[src/rtl/fft_defs.vh]
// Shared FFT definitions: frame geometry and bank state encodings.
`ifndef FFT_DEFS_VH
`define FFT_DEFS_VH

localparam int FFT_POINTS      = 8;
localparam int FFT_LOG2_POINTS = 3;

localparam logic [1:0] BANK_EMPTY   = 2'd0;
localparam logic [1:0] BANK_FILLING = 2'd1;
localparam logic [1:0] BANK_FULL    = 2'd2;

`endif

[src/rtl/fft_input_loader_pkg.sv]
// Package for the FFT input loader: shared definitions, bank state type and index helper.
package fft_input_loader_pkg;

`include "fft_defs.vh"

   typedef logic [1:0] bank_state_t;

   // Slot index advance; the natural 3-bit wrap gives 7 -> 0.
   function automatic logic [FFT_LOG2_POINTS-1:0] next_idx(input logic [FFT_LOG2_POINTS-1:0] idx);
      return idx + FFT_LOG2_POINTS'(1);
   endfunction

endpackage

[src/rtl/fft_frame_bank.sv]
// 8-entry complex register bank: single write port, all entries readable in parallel.
module fft_frame_bank
   import fft_input_loader_pkg::*;
#(
   parameter int W = 16
) (
   input  logic                         clk,
   input  logic                         rst,
   input  logic                         we,
   input  logic [FFT_LOG2_POINTS-1:0]   addr,
   input  logic [W-1:0]                 wr_r,
   input  logic [W-1:0]                 wr_i,
   output logic [FFT_POINTS*W-1:0]      rd_r,
   output logic [FFT_POINTS*W-1:0]      rd_i
);

   logic [W-1:0] mem_r_reg [FFT_POINTS];
   logic [W-1:0] mem_i_reg [FFT_POINTS];

   genvar gi;
   generate
      for (gi = 0; gi < FFT_POINTS; gi++) begin : g_slot
         // Each slot captures the incoming sample when addressed; reset clears it.
         always_ff @(posedge clk) begin
            if (rst) begin
               mem_r_reg[gi] <= '0;
               mem_i_reg[gi] <= '0;
            end else if (we && addr == FFT_LOG2_POINTS'(gi)) begin
               mem_r_reg[gi] <= wr_r;
               mem_i_reg[gi] <= wr_i;
            end
         end

         assign rd_r[gi*W +: W] = mem_r_reg[gi];
         assign rd_i[gi*W +: W] = mem_i_reg[gi];
      end
   endgenerate

endmodule

[src/rtl/fft_input_loader.sv]
// Ping-pong frame loader: collects 8 complex samples per bank and presents a full
// frame to the FFT datapath while the other bank fills.
module fft_input_loader
   import fft_input_loader_pkg::*;
#(
   parameter int N = 4
) (
   input  logic              clk,
   input  logic              rst,
   input  logic              s_valid,
   output logic              s_ready,
   input  logic [2**N-1:0]   s_data_r,
   input  logic [2**N-1:0]   s_data_i,
   output logic [2**N-1:0]   out_0_r,
   output logic [2**N-1:0]   out_0_i,
   output logic [2**N-1:0]   out_1_r,
   output logic [2**N-1:0]   out_1_i,
   output logic [2**N-1:0]   out_2_r,
   output logic [2**N-1:0]   out_2_i,
   output logic [2**N-1:0]   out_3_r,
   output logic [2**N-1:0]   out_3_i,
   output logic [2**N-1:0]   out_4_r,
   output logic [2**N-1:0]   out_4_i,
   output logic [2**N-1:0]   out_5_r,
   output logic [2**N-1:0]   out_5_i,
   output logic [2**N-1:0]   out_6_r,
   output logic [2**N-1:0]   out_6_i,
   output logic [2**N-1:0]   out_7_r,
   output logic [2**N-1:0]   out_7_i,
   output logic              frame_valid,
   input  logic              frame_ready
);

   localparam int W = 2**N;
   localparam logic [FFT_LOG2_POINTS-1:0] LAST_IDX = FFT_LOG2_POINTS'(FFT_POINTS - 1);

   bank_state_t                   bank_state_reg [2];
   bank_state_t                   bank_state_next [2];
   logic [FFT_LOG2_POINTS-1:0]    wr_idx_reg, wr_idx_next;
   logic                          wr_sel_reg, wr_sel_next;
   logic                          rd_sel_reg, rd_sel_next;
   logic                          accept;
   logic                          frame_release;

   logic [FFT_POINTS*W-1:0]       bank_rd_r [2];
   logic [FFT_POINTS*W-1:0]       bank_rd_i [2];
   logic [FFT_POINTS*W-1:0]       rd_r;
   logic [FFT_POINTS*W-1:0]       rd_i;

   // State register: bank states, write slot and the two bank selects.
   always_ff @(posedge clk) begin
      if (rst) begin
         bank_state_reg[0] <= BANK_EMPTY;
         bank_state_reg[1] <= BANK_EMPTY;
         wr_idx_reg        <= '0;
         wr_sel_reg        <= 1'b0;
         rd_sel_reg        <= 1'b0;
      end else begin
         bank_state_reg[0] <= bank_state_next[0];
         bank_state_reg[1] <= bank_state_next[1];
         wr_idx_reg        <= wr_idx_next;
         wr_sel_reg        <= wr_sel_next;
         rd_sel_reg        <= rd_sel_next;
      end
   end

   // Next state: fill and release can hit different banks on one edge and both apply;
   // they never target the same bank because fill needs non-FULL and release needs FULL.
   always_comb begin
      bank_state_next[0] = bank_state_reg[0];
      bank_state_next[1] = bank_state_reg[1];
      wr_idx_next        = wr_idx_reg;
      wr_sel_next        = wr_sel_reg;
      rd_sel_next        = rd_sel_reg;
      if (accept) begin
         wr_idx_next = next_idx(wr_idx_reg);
         if (wr_idx_reg == LAST_IDX) begin
            bank_state_next[wr_sel_reg] = BANK_FULL;
            wr_sel_next                 = ~wr_sel_reg;
         end else begin
            bank_state_next[wr_sel_reg] = BANK_FILLING;
         end
      end
      if (frame_release) begin
         bank_state_next[rd_sel_reg] = BANK_EMPTY;
         rd_sel_next                 = ~rd_sel_reg;
      end
   end

   // Handshake outputs: derived only from registered bank state.
   always_comb begin
      s_ready       = (bank_state_reg[wr_sel_reg] != BANK_FULL);
      frame_valid   = (bank_state_reg[rd_sel_reg] == BANK_FULL);
      accept        = s_valid && s_ready;
      frame_release = frame_valid && frame_ready;
   end

   genvar gi;
   generate
      for (gi = 0; gi < 2; gi++) begin : g_bank
         fft_frame_bank #(.W(W)) u_bank (
            .clk  (clk),
            .rst  (rst),
            .we   (accept && (wr_sel_reg == 1'(gi))),
            .addr (wr_idx_reg),
            .wr_r (s_data_r),
            .wr_i (s_data_i),
            .rd_r (bank_rd_r[gi]),
            .rd_i (bank_rd_i[gi])
         );
      end
   endgenerate

   assign rd_r = bank_rd_r[rd_sel_reg];
   assign rd_i = bank_rd_i[rd_sel_reg];

   assign out_0_r = rd_r[0*W +: W];
   assign out_0_i = rd_i[0*W +: W];
   assign out_1_r = rd_r[1*W +: W];
   assign out_1_i = rd_i[1*W +: W];
   assign out_2_r = rd_r[2*W +: W];
   assign out_2_i = rd_i[2*W +: W];
   assign out_3_r = rd_r[3*W +: W];
   assign out_3_i = rd_i[3*W +: W];
   assign out_4_r = rd_r[4*W +: W];
   assign out_4_i = rd_i[4*W +: W];
   assign out_5_r = rd_r[5*W +: W];
   assign out_5_i = rd_i[5*W +: W];
   assign out_6_r = rd_r[6*W +: W];
   assign out_6_i = rd_i[6*W +: W];
   assign out_7_r = rd_r[7*W +: W];
   assign out_7_i = rd_i[7*W +: W];

endmodule

[config.mk]
export PLATFORM = sky130hd
export DESIGN_NAME = fft_input_loader
export DESIGN_NICKNAME = d
export VERILOG_FILES = /design/src/rtl/fft_input_loader_pkg.sv /design/src/rtl/fft_frame_bank.sv /design/src/rtl/fft_input_loader.sv
export VERILOG_INCLUDE_DIRS = /design/src /design/src/rtl
export SDC_FILE = /design/constraint.sdc
export NUM_CORES = 1
export LEC_CHECK = 0
export ABC_CLOCK_PERIOD_IN_PS = 10500
export CAP_MARGIN = 20
export CORE_MARGIN = 5
export CORE_UTILIZATION = 60
export DETAILED_ROUTE_END_ITERATION = 10
export DONT_BUFFER_PORTS = 1
export GPL_TIMING_DRIVEN = 0
export PLACE_DENSITY = 0.73
export SYNTH_ARGS = -nofsm -noshare
export SYNTH_HDL_FRONTEND = slang
export SYNTH_SLANG_ARGS = --single-unit
[constraint.sdc]
create_clock -name clk -period 10.5 [get_ports clk]
set_input_delay 1.575 -clock clk [delete_from_list [all_inputs] [get_ports clk]]
set_output_delay 1.575 -clock clk [all_outputs]
set_load 0.01 [all_outputs]
==> impl_metrics.ini, run 1 <==
[floorplan]
die_h_um = 206
die_w_um = 206
initial_core_util_pct = 60.8
core_um2 = 37800
fp.dieArea_um2 = 42300
rows = 71
num_io_pins = 294

[global_routing]
grt_pass1_wl_um = 92200
grt_max_degree = 33
grt_usage_pct = 29.9
antenna_found_initial = 0
grt_pass1_vias = 13700
overflow = 0

[logic_synthesis]
ys_seq_elements = 523
synth_cell_type_count = 40
synth_edf_count = 512
synth_area_um2 = 23000
yosys_warnings = 0
synth_area_per_cell_um2 = 14.3
async_reset_ff_share_pct = 0
yosysSeqAreaShare_pct = 67.9
synthFlopType = edfxtp_1
synth_nets = 1644
syn-instance-count = 1601

[sta]
postLayoutSetupSlackWorst_ns = 6.00
period_share_pct = 42.9
whs_ns = 0.523
fmax_ghz = 0.222
maxSlewViolCount = 0
fin_setup_tns_ns = 0
slew_headroom_pct = 25.9
grt_setup_unrepaired = false
clock_skew_ns = 0.0130
setup_viol = 0
min_period_ns = 4.50
max_slew.worst_pin.slew_ns = 1.11
hold_viol_final = 0

[critical_path]
crit_arrival_ns = 2.93
critPathLaunchType = flop
cp.required_ns = 8.93
critPathKind = reg2out
path_max_fanout = 10
end_kind = output port

[route]
avgViaCountPerCell = 6.37
vias = 14100
route.detailed.drc = 0
avgRoutedWirePerCell_um = 28.9
wl_um = 64000
drt_iter0_markers = 1406
ant_nets = 0
first_pass_iters = 6

[clocking]
cts_buffer_depth = 3
htree_levels = 2
cts_tree = built
cts.repair.resized = 0
root_buffer = clkbuf_16
clkSlewWorstSetupHoldPaths_ns = 0.06
cts_buffers = 51
postCtsSetupBuffers = 0
clock_latency_ns = 0.59
cts_hold_buffers = 0
clock_sinks = 523

[pwr]
pwr-share-clk_pct = 39.7
switching_share_pct = 22.4
pwr-share-seq_pct = 54.1
combPwrFrac_pct = 6.3
switchingPower_uw = 991
power.density_nw_per_um2 = 174
p_leak_nw = 10.5
ir_worst_vdd_mv = 0.153
p_int_mw = 3.44

[min_path]
hp-class = reg2reg

[place]
gp_congestion = 0.907
place_hpwl_um = 44500
place_ws_ns = 6.12
port_buffers = 0

[final_layout]
fin_nets = 1705
layout.cells.most_common = edfxtp_1
drive_gt1_share_pct = 24.6
final_cell_mix = edfxtp_1, and3_1, mux2_2
diodes = 0
n_fill_cell = 2626
areaGrowthSynthToFinish_pct = 10.8

[job]
cap_violations = 0

[outcome]
status = complete, no violations
-- critical path, stage by stage, from the launching register on --
cell and delay, ns:
dfxtp_1 0.30, clkbuf_1 0.51, clkbuf_1 0.59, buf_2 0.47, mux2_2 0.44
-- through the flow --
step / std cells / utilization [%] / area (um^2) / total power [mW]
6_report: 2212 / 67.4 / 25400 / 4.43
5_1_grt: 2212 / 67.4 / 25400 / 4.55
4_1_cts: 2212 / 67.4 / 25400 / 4.44
3_5_place_dp: 2120 / 63.2 / 23900 / 2.72
3_3_place_gp: 2112 / 62.5 / 23600 / 2.70
2_1_floorplan: 1601 / - / 23000 / 2.60
-- cells by family (layout without fill, tap and decap cells) --
logic type                 after synthesis  in the layout  share of synthesized area [%]
AOI/OAI and AO/OA                       33             33                           1.00
adders and majority gates                7              7                          0.381
buffers and inverters                  179            279                           3.62
DFF                                    523            523                           67.9
muxes                                  256            256                           12.6
and+or+nand+nor                        603            603                           14.5
-- cells in the mapped netlist (all sizes together) (2+ instances only) --
cell      n  area share, %
a31o      3           0.11
a21oi     7           0.15
nor3     16           0.40
and3    373             10
nand3     2          0.044
nor2    140            2.3
nand3b    2          0.065
dfxtp    11           0.96
nand4     5           0.14
a211oi    2          0.065
o21ai     7           0.15
o31ai     4           0.13
nand2b    7           0.19
nand2    43           0.70
nor2b     4           0.11
buf      40            1.2
mux2    256             13
a31oi     2          0.054
ha        7           0.38
clkbuf  128            2.3
or4       4           0.13
a41o      4           0.17
inv      10           0.16
edfxtp  512             67
-- final timing paths --
check	slack, ns	start	cells past startpoint	end
setup / recovery	6.00	rd_sel_reg	4	out_6_r[15]
hold / removal	0.52	wr_idx_reg[0]	2	wr_idx_reg[0]
setup reg to reg	7.35	wr_idx_reg[2]	8	g_bank[0].u_bank.mem_r_reg[0][56]
hold reg to reg	0.52	wr_idx_reg[0]	2	wr_idx_reg[0]
-- final cells by class --
| class | instances | area [um^2] | area share (%) |
|---|---|---|---|
| tap | 511 | 639 | 2.51 |
| clock buffer | 71 | 1430 | 5.64 |
| clock inverter | 21 | 141 | 0.556 |
| buffer | 168 | 791 | 3.11 |
| sequential | 523 | 15600 | 61.3 |
| inverter | 11 | 41.3 | 0.162 |
| multi-input combinational | 899 | 6610 | 26.0 |
| timing repair buffer | 8 | 198 | 0.777 |
-- power by group through the flow --
stage / clock [mW] / combinational (mW) / sequential (mW)
floorplan: 0 / 0.165 / 2.43
global placement: 0 / 0.257 / 2.44
detailed placement: 0 / 0.275 / 2.44
CTS: 1.76 / 0.277 / 2.40
global route: 1.86 / 0.292 / 2.40
finish: 1.76 / 0.278 / 2.40
-- layer usage --
layer | wire length [um] | up-vias | global-route usage (%)
met2 | 30500 | 754 | 47.7
met1 | 24600 | 7122 | 40.8
met5 | 0 | - | 0
li1 | - | 6092 | -
met3 | 6740 | 131 | 7.91
met4 | 2070 | 0 | 8.85
No activity file was read; power rests on OpenSTA's default activity.
==> run 2, diff against run 1 <==
Settings changed: ABC_AREA from default to 1, ABC_CLOCK_PERIOD_IN_PS 10500 to 4500.
Clock period 10.5 ns to 4.5 ns, I/O delays scaled along.
==> run 2 against run 1 <==
Compared with the run above:
- first-iteration DRC count up 27%
- count of clock-buffer cells in the layout down 14
- critical path depth up 1
- total power up 140%
- sequential power up 130%
- wire length down 5.3%
- cell count up 21%
- sequential share of layout area up 1.9 points
- register-to-register slack worse by 5.3 ns
- non-clock buffer count down 21
- flip-flop and latch count unchanged
- critical endpoint is now out_4_i[15]
==> impl_metrics.ini, run 2 <==
[floorplan]
die_h_um = 202
die_w_um = 202
num_io_pins = 294
fp.dieArea_um2 = 40700
core_um2 = 36400
initial_core_util_pct = 60.5
rows = 70

[sta]
hold_viol_final = 0
fmax_ghz = 0.291
period_share_pct = 76.3
max_slew.worst_pin.slew_ns = 0.947
setup_viol = 0
grt_setup_unrepaired = false
whs_ns = 0.252
min_period_ns = 3.43
slew_headroom_pct = 36.6
clock_skew_ns = 0.0183
postLayoutSetupSlackWorst_ns = 1.07
maxSlewViolCount = 0

[logic_synthesis]
ys_seq_elements = 523
yosys_warnings = 0
synth_area_leaders = edfxtp_1, nand2_1, nor2_1
async_reset_ff_share_pct = 0
yosysSeqAreaShare_pct = 70.8
yosys-top-cells-count = nand2_1, edfxtp_1, nor2_1
syn-instance-count = 2100
synth_area_per_cell_um2 = 10.5
yosys.area.top_type = edfxtp_1
synthFlopType = edfxtp_1
synth_edf_count = 512
synth_top_area_share_pct = 69.8
yosysMostFrequentCell = nand2_1
synth_nets = 2143
synth_cell_type_count = 23
synth_area_um2 = 22000

[clocking]
cts_hold_buffers = 0
clock_sinks = 523
clock_latency_ns = 0.60
postCtsSetupBuffers = 0
cts.repair.resized = 0
cts_buffers = 51
htree_levels = 2
cts_tree = built
cts_buffer_depth = 3
root_buffer = clkbuf_16
clkSlewWorstSetupHoldPaths_ns = 0.06

[route]
avgRoutedWirePerCell_um = 22.7
route.detailed.drc = 0
vias = 15000
ant_nets = 0
wl_um = 60600
avgViaCountPerCell = 5.62
top_layer_used = met4
route.met3.wl_um = 7500
drt_iter0_markers = 1790
dr_wl_met2_um = 28500
first_pass_iters = 6
wl_met1_um = 23100

[job]
cap_violations = 0

[final_layout]
areaGrowthSynthToFinish_pct = 12.1
post-route-cell-area_um2 = 24700
drive_gt1_share_pct = 7.94
final_cell_mix = nand2_1, edfxtp_1, nor2_1
final-instance-count-excl-fill = 2675
n_fill_cell = 2721
layout.cells.most_common = nand2_1
fin_nets = 2208

[global_routing]
grt_pass1_vias = 14400
antenna_found_initial = 2
grt_usage_pct = 29.6
overflow = 0
grt_max_degree = 35
grt_pass1_wl_um = 89700

[critical_path]
cp.required_ns = 3.83
cpMostUsedCell = clkbuf_1
end_kind = output port
path_cells = clkbuf_1 > clkbuf_1 > clkbuf_1 > nand2_1 > nand2_1
slowest_delay_ns = 0.67
critPathLaunchType = flop
cpLargestDelayFamily = buffers and inverters
crit_arrival_ns = 2.76
path_max_fanout = 10
critPathKind = reg2out
cpMaxStageDelayCell = clkbuf_1
worst-path-buf-inv = 3

[place]
place_ws_ns = 1.50
gp_congestion = 0.887
dp_cells = 2580
place_area_um2 = 23000
port_buffers = 0
place_hpwl_um = 43200

[min_path]
hp-class = in2reg

[pwr]
power.density_nw_per_um2 = 437
ir_worst_vdd_mv = 0.298
p_leak_nw = 10.5

[outcome]
status = complete, no violations
## run 2: cell types whose count changed after synthesis, moves of 31 or more
| cell | delta |
|---|---|
| nor2_1 | +369 |
| inv_1 | +40 |
| mux2_2 | -256 |
| and3_1 | -373 |
| nand2_1 | +765 |
| clkbuf_2 | -31 |
## run 2: path summary, 6_finish.rpt
check | start | end | slack [ns] | cells after the start
setup / recovery | rd_sel_reg | out_4_i[15] | 1.07 | 5
hold / removal | s_valid | bank_state_reg[1][0] | 0.25 | 2
setup reg to reg | bank_state_reg[0][0] | g_bank[0].u_bank.mem_r_reg[0][19] | 2.10 | 8
hold reg to reg | bank_state_reg[0][0] | bank_state_reg[0][0] | 0.49 | 2
## run 2: final cells by class
type	instances	area (um^2)	area share [%]
diodes	2	5.00	0.0203
plain buffers	143	776	3.14
clock buffers	57	1320	5.35
clock inverters	36	369	1.49
inverters	52	195	0.790
multi-input cells	1382	5530	22.4
flip-flops and latches	523	15600	63.1
well taps	468	586	2.37
repair buffers	12	323	1.31
## run 2: cells by family after synthesis
logic type | share of synthesized area [%]
compound gates | 0.409
fa+ha+maj | 0.397
buf+inv | 4.41
flops | 70.8
simple gates | 24.0
## run 2: routing by layer
| metal | vias up | GRT usage (%) |
|---|---|---|
| li1 | 6891 | - |
| met1 | 7280 | 39.9 |
| met2 | 767 | 47.0 |
| met3 | 95 | 9.90 |
| met4 | 0 | 7.35 |
| met5 | - | 0 |
## run 2: per-stage QoR
| stage | power [mW] | TNS [ns] | utilization (%) |
|---|---|---|---|
| floorplan | 6.22 | 0 | - |
| global placement | 6.50 | -85.85 | 62.1 |
| detailed placement | 6.56 | 0 | 63.1 |
| CTS | 10.8 | 0 | 67.8 |
| global route | 11.1 | 0 | 67.8 |
| finish | 10.8 | 0 | 67.8 |
## run 2: power breakdown
part | switching [mW] | internal, mW | total [mW]
Sequential | 0.0598 | 5.56 | 5.62
Clock | 1.83 | 2.51 | 4.34
Combinational | 0.683 | 0.160 | 0.843
